--- src/rtl/uart_rx_pkg.sv ---
// Shared UART receive definitions: FSM encoding and oversampling constants.
// PARITY state encoding only exists when UART_RX_PARITY_EN is defined.
package uart_rx_pkg;

  localparam int OVS       = 16;
  localparam int MID       = 8;
  localparam int DATA_BITS = 8;

  typedef enum logic [2:0] {
    ST_IDLE   = 3'd0,
    ST_START  = 3'd1,
    ST_DATA   = 3'd2,
`ifdef UART_RX_PARITY_EN
    ST_PARITY = 3'd3,
`endif
    ST_STOP   = 3'd4,
    ST_BREAK  = 3'd5
  } rx_state_e;

endpackage

--- src/rtl/uart_rx_tick.sv ---
// Free-running oversample timebase: tick_o is high for one clock every OVS_DIV clocks.
// Not realigned to frame edges; the receiver tolerates the resulting sub-tick phase error.
module uart_rx_tick #(
  parameter int unsigned OVS_DIV = 27
) (
  input  logic clk_i,
  input  logic rst_i,
  output logic tick_o
);

  logic [15:0] cnt_q;
  logic [15:0] cnt_d;

  assign tick_o = (cnt_q == 16'(OVS_DIV - 1));
  assign cnt_d  = tick_o ? 16'd0 : cnt_q + 16'd1;

  always_ff @(posedge clk_i) begin
    if (rst_i) begin
      cnt_q <= 16'd0;
    end else begin
      cnt_q <= cnt_d;
    end
  end

endmodule

--- src/rtl/uart_rx.sv ---
// 8N1 UART receiver (8E1/8O1 with UART_RX_PARITY_EN): 2-flop sync, 16x oversample, mid-bit sampling.
// rx_valid_o/rx_ferr_o strobe one clock after the mid-stop tick; no buffering, consumer must take data on the strobe.
module uart_rx
  import uart_rx_pkg::*;
#(
  parameter int unsigned OVS_DIV    = 27,
  parameter bit          PARITY_ODD = 1'b0
) (
  input  logic       clk_i,
  input  logic       rst_i,
  input  logic       rx_pin_i,
  output logic [7:0] rx_data_o,
  output logic       rx_valid_o,
  output logic       rx_ferr_o,
  output logic       rx_perr_o,
  output logic       rx_busy_o
);

  logic       sync_q;
  logic       rx_s_q;
  logic       tick;
  rx_state_e  state_q;
  logic [3:0] sub_q;
  logic [2:0] bit_q;
  logic [7:0] shift_q;
  logic [7:0] data_q;
  logic       valid_q;
  logic       ferr_q;
  logic       mid_start;
  logic       mid_bit;

`ifdef UART_RX_PARITY_EN
  logic perr_flag_q;
  logic perr_q;
`endif

  uart_rx_tick #(.OVS_DIV(OVS_DIV)) u_tick (
    .clk_i  (clk_i),
    .rst_i  (rst_i),
    .tick_o (tick)
  );

  // Reset to idle-high so a reset can never look like a start edge.
  always_ff @(posedge clk_i) begin
    if (rst_i) begin
      sync_q <= 1'b1;
      rx_s_q <= 1'b1;
    end else begin
      sync_q <= rx_pin_i;
      rx_s_q <= sync_q;
    end
  end

  assign mid_start = (sub_q == 4'(MID - 1));
  assign mid_bit   = (sub_q == 4'(OVS - 1));

  always_ff @(posedge clk_i) begin
    if (rst_i) begin
      state_q     <= ST_IDLE;
      sub_q       <= 4'd0;
      bit_q       <= 3'd0;
      shift_q     <= 8'h00;
      data_q      <= 8'h00;
      valid_q     <= 1'b0;
      ferr_q      <= 1'b0;
`ifdef UART_RX_PARITY_EN
      perr_flag_q <= 1'b0;
      perr_q      <= 1'b0;
`endif
    end else begin
      valid_q <= 1'b0;
      ferr_q  <= 1'b0;
`ifdef UART_RX_PARITY_EN
      perr_q  <= 1'b0;
`endif
      if (tick) begin
        unique case (state_q)
          ST_IDLE: begin
            if (!rx_s_q) begin
              state_q <= ST_START;
              sub_q   <= 4'd0;
            end
          end
          ST_START: begin
            if (mid_start) begin
              sub_q   <= 4'd0;
              bit_q   <= 3'd0;
              state_q <= rx_s_q ? ST_IDLE : ST_DATA;
            end else begin
              sub_q <= sub_q + 4'd1;
            end
          end
          ST_DATA: begin
            // sub_q wraps 15 -> 0, so every state after START samples on the same phase.
            sub_q <= sub_q + 4'd1;
            if (mid_bit) begin
              shift_q <= {rx_s_q, shift_q[7:1]};
              bit_q   <= bit_q + 3'd1;
              if (bit_q == 3'(DATA_BITS - 1)) begin
`ifdef UART_RX_PARITY_EN
                state_q <= ST_PARITY;
`else
                state_q <= ST_STOP;
`endif
              end
            end
          end
`ifdef UART_RX_PARITY_EN
          ST_PARITY: begin
            sub_q <= sub_q + 4'd1;
            if (mid_bit) begin
              perr_flag_q <= rx_s_q ^ (^shift_q) ^ PARITY_ODD;
              state_q     <= ST_STOP;
            end
          end
`endif
          ST_STOP: begin
            sub_q <= sub_q + 4'd1;
            if (mid_bit) begin
              if (rx_s_q) begin
                data_q  <= shift_q;
                valid_q <= 1'b1;
`ifdef UART_RX_PARITY_EN
                perr_q  <= perr_flag_q;
`endif
                state_q <= ST_IDLE;
              end else begin
                ferr_q  <= 1'b1;
                state_q <= ST_BREAK;
              end
            end
          end
          ST_BREAK: begin
            if (rx_s_q) state_q <= ST_IDLE;
          end
          default: state_q <= ST_IDLE;
        endcase
      end
    end
  end

  assign rx_data_o  = data_q;
  assign rx_valid_o = valid_q;
  assign rx_ferr_o  = ferr_q;
  assign rx_busy_o  = (state_q != ST_IDLE);

`ifdef UART_RX_PARITY_EN
  assign rx_perr_o = perr_q;
`else
  logic unused_parity_odd;
  assign unused_parity_odd = PARITY_ODD;
  assign rx_perr_o         = 1'b0;
`endif

endmodule
--- config.mk ---
export PLATFORM = sky130hd
export DESIGN_NAME = uart_rx
export DESIGN_NICKNAME = d
export VERILOG_FILES = /design/src/rtl/uart_rx_pkg.sv /design/src/rtl/uart_rx_tick.sv /design/src/rtl/uart_rx.sv
export SDC_FILE = /design/constraint.sdc
export NUM_CORES = 1
export LEC_CHECK = 0
export ABC_AREA = 1
export ABC_CLOCK_PERIOD_IN_PS = 3610
export BUFFER_PORTS_ARGS = -buffer_cell sky130_fd_sc_hd__buf_2
export CORE_UTILIZATION = 35
export DETAILED_ROUTE_END_ITERATION = 7
export PLACE_DENSITY = 0.6
export SKIP_LAST_GASP = 1
export SLEW_MARGIN = 20
export SYNTH_ARGS = -nofsm -noshare
export SYNTH_HDL_FRONTEND = slang
export SYNTH_SLANG_ARGS = --single-unit
--- constraint.sdc ---
create_clock -name clk_i -period 3.61 [get_ports clk_i]
set_input_delay 0.361 -clock clk_i [delete_from_list [all_inputs] [get_ports clk_i]]
set_output_delay 0.361 -clock clk_i [all_outputs]
set_load 0.01 [all_outputs]
Word-level counts from Yosys, hierarchy flattened --
Cells that the tools add are included.
Storage, ports and cells: register bits after elaboration 46, bits of input ports 3, output and inout bits 12, word-level logic and storage cells 59
Cells by class: add/subtract/negate cells 3, equal/unequal tests 14, multiplexer cells 17, bitwise logic cells 3, reduce and logical (&&, ||, !) cells 12
Operators by type and width (number):
- 2-to-1 mux 3 bit | 9
- adder 16 x 1 -> 16 bit (second input constant) | 1
- equality test 16 x 5 -> 1 bit (second input constant) | 1
- one-hot mux 3 bit (5 select lines) | 1
- inequality test 2 bit (second input constant) | 6
- one-hot mux 4 bit (3 select lines) | 1
- equality test 3 bit (second input constant) | 3
- 2-to-1 mux 4 bit | 2
- AND reduction 4 bit | 2
- AND reduction 7 bit | 1
- one-hot mux 3 bit (2 select lines) | 1
- AND reduction 3 bit | 2
- nonzero test 3 bit | 2
- adder 4 x 1 -> 4 bit (second input constant) | 1
- equality test 4 x 3 -> 1 bit (second input constant) | 1
- equality test 4 bit (second input constant) | 1
- OR reduction 2 bit | 2
- OR reduction 4 bit | 1
- adder 3 x 1 -> 3 bit (second input constant) | 1
- equality test 3 x 1 -> 1 bit (second input constant) | 1
- equality test 3 x 2 -> 1 bit (second input constant) | 1
- zero test 3 bit | 1
- NOT 1 bit | 3
- 2-to-1 mux 1 bit | 2
- other kinds (2) | 2

Longest topological paths before layout --
depth in word-level cells 4, mapped depth 12, depth with buffers taken out 12

Modules after synthesis --
From an unflattened synthesis, not the netlist that was laid out.
Second synthesis, totals: cell total of the unflattened synthesis 327, area total of the unflattened synthesis 2318.5 sq um
By module, submodules not included:
- uart_rx | instances 1, cells an instance 193, area each 1455.1 sq um, seq. area each 600.6 sq um
- uart_rx_tick | instances 1, cells an instance 134, area each 863.3 sq um, seq. area each 320.3 sq um

Least setup slack after synthesis --
No wires, ideal clock.
path type register -> register, start reg u_tick.cnt_q[0], end reg data_q[7] (netlist: rx_data_o[7]), library setup time 0.114 ns, data arrival time 1.341 ns, data required time 3.496 ns, slack 2.155 ns, cell stages (with the launch flop) 11, path buffers 1, period minus slack after synthesis 1.455 ns, cells stage by stage dfxtp_1 -> inv_1 -> ha_1 -> nand3_1 -> nor2_1 -> nand2_2 -> nor2_4 -> nand2_4 -> buf_6 -> nor2_1 -> nor2_2
Between the ends: word-level cells in the longest chain between the ends 2
Ends and longest elaborated chain:
- start: declaration | line uart_rx_tick.sv:11 | logic [15:0] cnt_q;
- start signal: assignment | line uart_rx_tick.sv:21 | cnt_q <= cnt_d;
- equality test 16 x 5 -> 1 bit | line uart_rx_tick.sv:14 | assign tick_o = (cnt_q == 16'(OVS_DIV - 1));
- AND reduction 4 bit (no source line)
- end signal: assignment | line uart_rx.sv:121 | data_q <= shift_q;
- end: declaration | line uart_rx.sv:26 | logic [7:0] data_q;
Every way passes these cells. A chain may end at the register's enable or synchronous reset.

Final worst setup path --
start reg sub_q[0], end reg shift_q[1]
Between the ends: word-level cells in the longest chain between the ends 2
Ends and longest elaborated chain:
- start: declaration | line uart_rx.sv:23 | logic [3:0] sub_q;
- start signal: assignment | line uart_rx.sv:90 | sub_q <= sub_q + 4'd1;
- start signal: assignment | line uart_rx.sv:95 | sub_q <= sub_q + 4'd1;
- start signal: assignment | line uart_rx.sv:118 | sub_q <= sub_q + 4'd1;
- equality test 4 bit | line uart_rx.sv:55 | assign mid_bit = (sub_q == 4'(OVS - 1));
- AND reduction 3 bit (no source line)
- end signal: assignment | line uart_rx.sv:97 | shift_q <= {rx_s_q, shift_q[7:1]};
- end: declaration | line uart_rx.sv:25 | logic [7:0] shift_q;
Every way passes these cells.

==> flow_metrics.py <==
metrics = {
    "final_layout": {
        "finalNonFillerCells": 480,
        "syn_to_final_growth_pct": 9.29,
        "postLayoutCellArea_um2": 2670,
        "n_antenna_cell": 0,
        "final_layout_size_suffix_gt1_frac": 0.0950,
        "final_layout_fill_cell_count": 728,
        "mostFrequentLayoutCells": "sky130_fd_sc_hd__nand2_1 (103), sky130_fd_sc_hd__nor2_1 (80), sky130_fd_sc_hd__inv_1 (54), sky130_fd_sc_hd__dfxtp_1 (46), sky130_fd_sc_hd__nand3_1 (27)",
        "nets": 407,
        "most_frequent_standard_cell_in_the_layout_excluding_fill_and_tap_cells": "sky130_fd_sc_hd__nand2_1",
    },
    "timing": {
        "fin_crit_ns": 1.76,
        "number_of_setup_violations_in_the_final_report": 0,
        "tightest_slew_ns": 0.791,
        "achievable-frequency_mhz": 570,
        "final-max-slew-violation-count": 0,
        "final-hold-violation-count": 0,
        "timing.clock.skew_ns": 0.0109,
        "slew_headroom": 0.472,
        "post-route-period-util": 0.486,
        "fin_ws_ns": 1.85,
        "setup_repair_after_global_routing_missed_its_margin": "false",
        "totalNegativeSetupSlack_ns": 0,
    },
    "worst_setup_path": {
        "cpLargestDelayFamily": "simple AND/OR/NAND/NOR gates",
        "critPathMostFrequentCell": "sky130_fd_sc_hd__nand3_1",
        "max_stage_delay_ns": 0.49,
        "startpoint_type": "register",
        "worst_path_max_delay_cell": "sky130_fd_sc_hd__nor2_1",
        "crit_path_max_fanout": 8,
        "timing.critical_path.required_ns": 3.81,
        "critical_path_buf_inv_count": 0,
        "startpoint_to_endpoint_class_of_the_critical_path": "register to register",
        "critical_path.cell_chain": "ha_1 > nand3_1 > nor2_1 > nand3_1 > nand2_1 > a21oi_1",
        "reg2reg_from": "sub_q[0]",
        "critPathLaunch": "sub_q[0]",
        "crit_path_dat_ns": 1.95,
        "end_kind": "register",
    },
    "global_route": {
        "antenna_violations_before_repair": 0,
        "grt_usage": 0.146,
        "grt_pass1_wl_um": 8670,
        "grt_start_max_net_pins": 26,
        "grt_pass1_vias": 1999,
        "grt-ovfl-total": 0,
    },
    "worst_hold_path": {
        "min_path_type": "input port to register",
        "worst_hold_startpoint": "rx_pin_i",
    },
    "power": {
        "total_leakage_power_nw": 1.26,
        "irDropWorstVdd_mv": 0.134,
        "power_frac_seq": 0.589,
        "p_switching_uw": 213,
        "p_clk_frac": 0.379,
        "power.share.switching": 0.244,
        "post-layout-total-power_uw": 873,
        "powerDensity_nw_per_um2": 327,
        "power.internal_uw": 659,
        "p_comb_frac": 0.032,
    },
    "detailed_routing": {
        "postRouteAntennaNets": 0,
        "drt_iter0_markers": 87,
        "route.final.wire_length_um": 4840,
        "detailroute.via_count": 2213,
        "drc": 0,
        "drtPass1Iterations": 4,
        "wl_per_cell_um": 10.1,
        "detail_route.vias_per_cell": 4.61,
    },
    "placed_design": {
        "numPlacedInstances": 472,
        "dp_worst_setup_slack_ns": 1.54,
        "dpl.hpwl_um": 3510,
        "gp_congestion": 0.833,
        "placement.io_buffers": 13,
        "placement.cell_area_um2": 2570,
    },
    "clock_network": {
        "clock_sinks": 46,
        "htree_levels": 2,
        "ctsLongestPathBuffers": 2,
        "cts_tree": "done",
        "post-cts-setup-buffers": 0,
        "cts.clk_slew.worst_paths_ns": 0.10,
        "post_cts_resized": 0,
        "clock-root-buffer": "sky130_fd_sc_hd__clkbuf_8",
        "clock_latency_ns": 0.30,
        "hold_buffers": 0,
        "numCtsBuffers": 5,
    },
    "floorplan": {
        "number_of_placement_rows": 30,
        "overall_die_area_um2": 7310,
        "core-area_um2": 6760,
        "pin_count": 15,
        "width_of_the_die_um": 85.5,
        "dieHeight_um": 85.5,
        "start_util": 0.361,
    },
    "yosys": {
        "synth.cell_area_um2": 2440,
        "ys_dominant_reg_cell": "sky130_fd_sc_hd__dfxtp_1",
        "postSynth.asyncResetShare": 0,
        "synth-seq-cells": 46,
        "netlist_top_cells_area": "sky130_fd_sc_hd__dfxtp_1 (38%), sky130_fd_sc_hd__nand2_1 (16%), sky130_fd_sc_hd__nor2_1 (12%)",
        "synthDominantAreaCellType": "sky130_fd_sc_hd__dfxtp_1",
        "post_synth_edffs": 0,
        "synth-warning-count": 0,
        "synth_fp_nets": 392,
        "synthesis.area_per_instance_um2": 6.35,
        "synth-seq-area-share": 0.378,
        "synth.top_cell.area_share": 0.378,
        "synth_cell_types": 27,
        "post_synth_inst_count": 384,
    },
    "flow_run": {
        "max_cap_violations": 0,
    },
    "run_status": {
        "status": "completed",
    },
}
==> registers in the layout, indices dropped and copies added (netlist names) <==
register	count
u_tick.cnt_q	16
rx_data_o	8
shift_q	8
sub_q	4
bit_q	3
state_q	3
rx_ferr_o	1
rx_s_q	1
rx_valid_o	1
sync_q	1
==> routing by layer <==
metal,global-route usage,vias to the layer above,part of all wire
li1,-,1210,-
met1,0.189,974,0.50
met2,0.244,27,0.46
met3,0.0302,2,0.030
met4,0.0500,0,0.0056
met5,0,-,0
==> worst reg2reg max path: cells and delay by family (launching register included) <==
family          cells  cell delay, ns
simple gates        4            0.98
compound gates      1            0.05
fa+ha+maj           1            0.21
flops               1            0.41
==> cell usage after synthesis (all sizes together) (3+ instances only) <==
master,n
a21oi,18
buf,4
dfxtp,46
ha,5
inv,54
nand2,109
nand3,28
nand3b,3
nand4,5
nor2,87
nor3,7
o21ai,5
or2,3
xor2,5
==> stage by stage <==
| stage | hold WS [ns] | utilization |
|---|---|---|
| final | 0.239 | 0.394 |
| after detailed placement | 0.419 | 0.381 |
| after global routing | 0.237 | 0.394 |
| after global placement | 0.424 | 0.381 |
| after floorplan | 0.389 | - |
| after CTS | 0.231 | 0.394 |
==> kinds of logic (layout without fill, tap and decap cells) <==
family | Yosys count | count (layout) | share of synthesized area
and+or+nand+nor | 244 | 244 | 0.432
buffers and inverters | 60 | 76 | 0.0980
DFF | 46 | 46 | 0.378
AOI/OAI and AO/OA | 23 | 23 | 0.0472
adders and majority gates | 5 | 5 | 0.0257
xor gates and xnor gates | 5 | 5 | 0.0180
other | 1 | 1 | 0.00154
==> worst paths after layout <==
check,endpoint,slack (ns),cells past startpoint
max,shift_q[1],1.85,6
min reg2reg,rx_s_q,0.43,1
min,sync_q,0.24,2
max reg2reg,shift_q[1],1.85,6
==> power by group through the flow <==
stage	clock network, mW	logic (mW)	registers [mW]
after floorplan	0	0.0226	0.525
after global placement	0	0.0276	0.526
after detailed placement	0	0.0281	0.526
after CTS	0.346	0.0282	0.514
after global routing	0.360	0.0321	0.515
final	0.331	0.0279	0.514
==> final cells by class <==
| class | instances | area [µm²] | share of cell area |
|---|---|---|---|
| inverter | 55 | 206 | 0.0775 |
| multi-input combinational | 278 | 1280 | 0.480 |
| clock inverter | 3 | 25.0 | 0.00939 |
| timing repair buffer | 13 | 65.1 | 0.0244 |
| tap | 80 | 100 | 0.0376 |
| sequential | 46 | 921 | 0.346 |
| clock buffer | 5 | 68.8 | 0.0258 |
Note: power is estimated with default switching activity, not from simulation.
